--- config.mk ---
export PLATFORM = sky130hd
export DESIGN_NAME = prog_clk_div
export DESIGN_NICKNAME = d
export VERILOG_FILES = /design/src/rtl/prog_clk_div.sv
export SDC_FILE = /design/constraint.sdc
export NUM_CORES = 1
export LEC_CHECK = 0
export ABC_CLOCK_PERIOD_IN_PS = 2580
export BUFFER_PORTS_ARGS = -buffer_cell sky130_fd_sc_hd__buf_2
export CAP_MARGIN = 20
export CELL_PAD_IN_SITES_DETAIL_PLACEMENT = 1
export CELL_PAD_IN_SITES_GLOBAL_PLACEMENT = 1
export CORE_MARGIN = 10
export CORE_UTILIZATION = 43
export DETAILED_ROUTE_END_ITERATION = 7
export HOLD_SLACK_MARGIN = 0.02
export PLACE_DENSITY = 0.83
export SLEW_MARGIN = 10
export SYNTH_ARGS = -nofsm -noshare
export SYNTH_HDL_FRONTEND = slang
export SYNTH_SLANG_ARGS = --single-unit
--- constraint.sdc ---
create_clock -name clk -period 2.58 [get_ports clk]
set_input_delay 0.387 -clock clk [delete_from_list [all_inputs] [get_ports clk]]
set_output_delay 0.387 -clock clk [all_outputs]
set_load 0.01 [all_outputs]
--- src/rtl/prog_clk_div.sv ---
// Programmable clock divider with 50%-ish duty for odd divisors.
// Divisor changes take effect only at period boundaries.
module prog_clk_div #(
    parameter int WIDTH    = 8,
    parameter int DIV_INIT = 3
) (
    input  logic             clk,
    input  logic             rst_n,
    input  logic             en,
    input  logic             load,
    input  logic [WIDTH-1:0] div_in,
    output logic             clk_out,
    output logic             tick,
    output logic             busy,
    output logic             pend,
    output logic             err,
    output logic [WIDTH-1:0] div_cur
);

    typedef enum logic {
        IDLE = 1'b0,
        RUN  = 1'b1
    } state_t;

    localparam logic [WIDTH-1:0] DIV_RST = WIDTH'(DIV_INIT);
    localparam logic [WIDTH-1:0] ONE     = WIDTH'(1);
    localparam logic [WIDTH-1:0] TWO     = WIDTH'(2);

    state_t           state_q;
    state_t           state_d;
    logic [WIDTH-1:0] cnt_q;
    logic [WIDTH-1:0] cnt_d;
    logic             q_pos_q;
    logic             q_pos_d;
    logic             q_neg_q;
    logic [WIDTH-1:0] div_q;
    logic [WIDTH-1:0] div_d;
    logic             pend_q;
    logic             pend_d;
    logic [WIDTH-1:0] pval_q;
    logic [WIDTH-1:0] pval_d;
    logic             err_q;
    logic             err_d;

    logic             load_ok;
    logic             load_bad;
    logic             wrap;
    logic [WIDTH-1:0] half;
    logic [WIDTH-1:0] cnt_inc;

    assign load_ok  = load && (div_in >= TWO);
    assign load_bad = load && (div_in < TWO);
    assign wrap     = (cnt_q == (div_q - ONE));
    assign half     = div_q >> 1;
    assign cnt_inc  = cnt_q + ONE;

    // Next-state, counter, phase flop and divisor bookkeeping.
    always_comb begin
        state_d = state_q;
        cnt_d   = cnt_q;
        q_pos_d = q_pos_q;
        div_d   = div_q;
        pend_d  = pend_q;
        pval_d  = pval_q;
        err_d   = load_bad;
        unique case (state_q)
            IDLE: begin
                cnt_d   = '0;
                q_pos_d = 1'b0;
                if (load_ok) begin
                    div_d = div_in;
                end
                if (en) begin
                    state_d = RUN;
                    q_pos_d = 1'b1;
                end
            end
            RUN: begin
                if (wrap) begin
                    cnt_d  = '0;
                    pend_d = 1'b0;
                    if (pend_q) begin
                        div_d = pval_q;
                    end
                    if (!en) begin
                        // Stopping: a coincident load is simply the
                        // latest divisor, so it lands directly.
                        state_d = IDLE;
                        q_pos_d = 1'b0;
                        if (load_ok) begin
                            div_d = div_in;
                        end
                    end else begin
                        q_pos_d = 1'b1;
                        if (load_ok) begin
                            pval_d = div_in;
                            pend_d = 1'b1;
                        end
                    end
                end else begin
                    cnt_d   = cnt_inc;
                    q_pos_d = (cnt_inc < half);
                    if (load_ok) begin
                        pval_d = div_in;
                        pend_d = 1'b1;
                    end
                end
            end
        endcase
    end

    // Rising-edge state register with synchronous reset.
    always_ff @(posedge clk) begin
        if (!rst_n) begin
            state_q <= IDLE;
            cnt_q   <= '0;
            q_pos_q <= 1'b0;
            div_q   <= DIV_RST;
            pend_q  <= 1'b0;
            pval_q  <= DIV_RST;
            err_q   <= 1'b0;
        end else begin
            state_q <= state_d;
            cnt_q   <= cnt_d;
            q_pos_q <= q_pos_d;
            div_q   <= div_d;
            pend_q  <= pend_d;
            pval_q  <= pval_d;
            err_q   <= err_d;
        end
    end

    // Half-cycle delayed copy of the phase, stretches odd divisors.
    always_ff @(negedge clk) begin
        if (!rst_n) begin
            q_neg_q <= 1'b0;
        end else begin
            q_neg_q <= q_pos_q;
        end
    end

    assign clk_out = div_q[0] ? (q_pos_q | q_neg_q) : q_pos_q;
    assign busy    = (state_q == RUN);
    assign tick    = busy && (cnt_q == '0);
    assign pend    = pend_q;
    assign err     = err_q;
    assign div_cur = div_q;

endmodule

==> metrics <==
status completed; TritonCTS Sinks 29; cell area after placement about 0.0020 sq mm; # Post-CTS Setup Buffers 0; crit-path max cell delay 0.29 ns; commonest non-fill, non-tap cells in the layout 34 x nand2_1, 28 x dfxtp_1, 24 x buf_2, 17 x mux2i_1; Switching Share around 29%; top-level port count 25; global-route wire length before repair roughly 8300 um; Finish-stage setup viols 0; core area 0.00412 sq mm; row cnt 23; worst path cell trace a21o_1 > buf_2; Clock Latency Late Sink roughly 0.34 ns; Seq pwr share between 40% and 50%; Net Sw Power about 370 uW; Hold WC Path Type in -> reg; Die H 86.2 um; Worst Setup End Kind primary output; CTS buffer count 5; sequential area share after synthesis a little under a third; DRC Markers 0; clock group share of total power 37.5%; synthesized flop and latch total 29; layout cell share with drive strength beyond 1 between 10% and 20%; Initial Util 45.7%; WP buf/inv 1; antenna-violating nets left 0; Critical Path RT roughly 2.2 ns; Synth Flop Type dfxtp_1; Max-cap violations 0; design area between 0.002 and 0.0025 sq mm; setup_tns 0 ns; Static Leak roughly 0.00092 uW; placed insts about 290; number of port buffers 24; Final Hold Viols 0; CTS max path bufs 2; CTS Hold Buffers Added 0; post-synth top area cell dfxtp_1; Starting DRT DRC Count between 70 and 80; Synth area leaders dfxtp_1 31%, mux2i_1 9.0%, nand2_1 6.8%, ha_1 6.0%, xnor2_1 5.6%; Die X roughly 86 um; Logic pwr share ~22%; diode count 0; largest net degree at the start of global routing 40; startpoint type of the worst setup path register; worst-margin pin slew ~0.59 ns; GPL Wtd Cong ~0.8; number of synthesized flops with an enable pin 0; post-detail-place hpwl between 3000 and 4000 um; commonest non-fill, non-tap cell in the layout nand2_1; Crit Path Max Fanout 1; clk root buf clkbuf_8; initial antenna violation count 0; wire per inst about 17 um; max_slew headroom just over 60%; Int Power 881 uW; Mapped Nets approximately 240; Syn. warnings 0; Total Wirelength about 5000 um; fin nets ~260; CP delay by family, top flip-flops; worst vdd ir about 0.4 mV; Cells after Synth 216; Layout Area Growth over Synthesis 14.2%; Slowest cell on crit path dfxtp_1; clock-pin slew on the worst setup and hold paths approximately 0.07 ns; via count roughly 1600; clock skew around 0.060 ns; RSZ-0062 raised after global routing yes; CTS tree yes; fin. max-slew vios 0; pwr/cell area about 580 mW/mm^2; Vias/cell around 5.5; ys async rst share 0%; synthesized area between 0.0015 and 0.002 sq mm; Register-to-Register Path Depth 8; GRT Residual Overflow 0; Synth top area share 30.9%; WHS 0.381 ns; die area 0.00742 sq mm; hold depth 3; Worst path depth 2; Synth cell types between 40 and 50; total track usage 14.0%; Syn Area/Cell roughly 8.7 sq um; htree depth 2; final std cells w/o fill just under 300; utilization after layout 52.2%; vias in the first global route 1681; Worst Path Arrival 2.19 ns; kind of critical path reg -> out; total iterations of the first detailed-routing run 4
==> cell usage after synthesis (3+ instances only) <==
library cell,n
xnor2_1,12
nand2_1,34
ha_1,9
xor2_1,5
a21oi_1,3
clkbuf_1,6
mux2i_1,17
o21ai_0,9
o211ai_1,9
nor2_1,7
buf_6,3
inv_1,12
nor2b_1,8
dfxtp_1,29
nand3_1,4
or2b_1,5
and3_1,4
==> kinds of logic (layout without fill, tap and decap cells) <==
family	after synthesis	in the layout	share of synthesized area, %
and+or+nand+nor	83	83	23.9
AOI/OAI and AO/OA	37	37	15.1
DFF	29	29	30.9
buffers and inverters	22	49	5.65
muxes	19	19	10.6
xor gates and xnor gates	17	17	7.91
adders and majority gates	9	9	5.98
==> state kept, by name (all words and copies together), names as in the netlist <==
register,flops
pval_q,8
err,1
pend,1
cnt_q,8
div_cur,8
q_neg_q,1
busy,1
q_pos_q,1
==> final timing paths <==
| kind | slack [ns] | endpoint | startpoint |
|---|---|---|---|
| setup / recovery | 0.003 | clk_out | q_neg_q |
| hold / removal | 0.38 | pval_q[5] | div_in[5] |
| setup reg to reg | 0.24 | div_cur[7] | div_cur[0] |
| hold reg to reg | 0.46 | pval_q[2] | pval_q[2] |
==> timing repair <==
item,4_1_cts,5_1_grt
setup endpoints to repair,1,11
pin swaps,1,0
gates resized for setup,0,2
hold endpoints to repair,0,0
==> layout make-up <==
class,instances,area (sq um)
Clock buffer,6,72.6
Clock inverter,3,37.5
Fill cell,511,1970
Inverter,11,41.3
Multi-Input combinational cell,165,1200
Sequential cell,29,582
Tap cell,50,62.6
Timing Repair Buffer,29,158
==> power groups by stage <==
stage / Combinational, uW / Clock [uW] / Sequential (uW)
after floorplan: 179 / 4.85 / 517
after global placement: 261 / 4.85 / 521
after detailed placement: 267 / 4.85 / 522
after CTS: 270 / 482 / 512
after global routing: 296 / 506 / 517
final: 268 / 468 / 513
==> layer usage <==
metal  up-vias  wire length [um]  GRT usage, %
met5         -                 0             0
met4         0                80          5.09
met3         8               211          3.97
met2        27              2300          21.4
met1       778              2460          18.0
li1        800                 -             -
==> metrics by stage <==
| step | total power, uW | worst slack (ns) |
|---|---|---|
| 3_3_place_gp | 787 | 0.106 |
| 4_1_cts | 1260 | -0.0147 |
| 3_5_place_dp | 793 | 0.0395 |
| 5_1_grt | 1320 | -0.0437 |
| 6_report | 1250 | 0.00264 |
| 2_1_floorplan | 701 | 0.337 |
==> worst register-to-register path: stages (launching register included) <==
cell,delay [ns]
dfxtp_2,0.42
inv_1,0.08
ha_1,0.29
nor4b_1,0.18
o31ai_1,0.33
a22oi_1,0.20
a31oi_4,0.37
buf_4,0.21
mux2i_1,0.19
(Power assumes the default switching activity.)
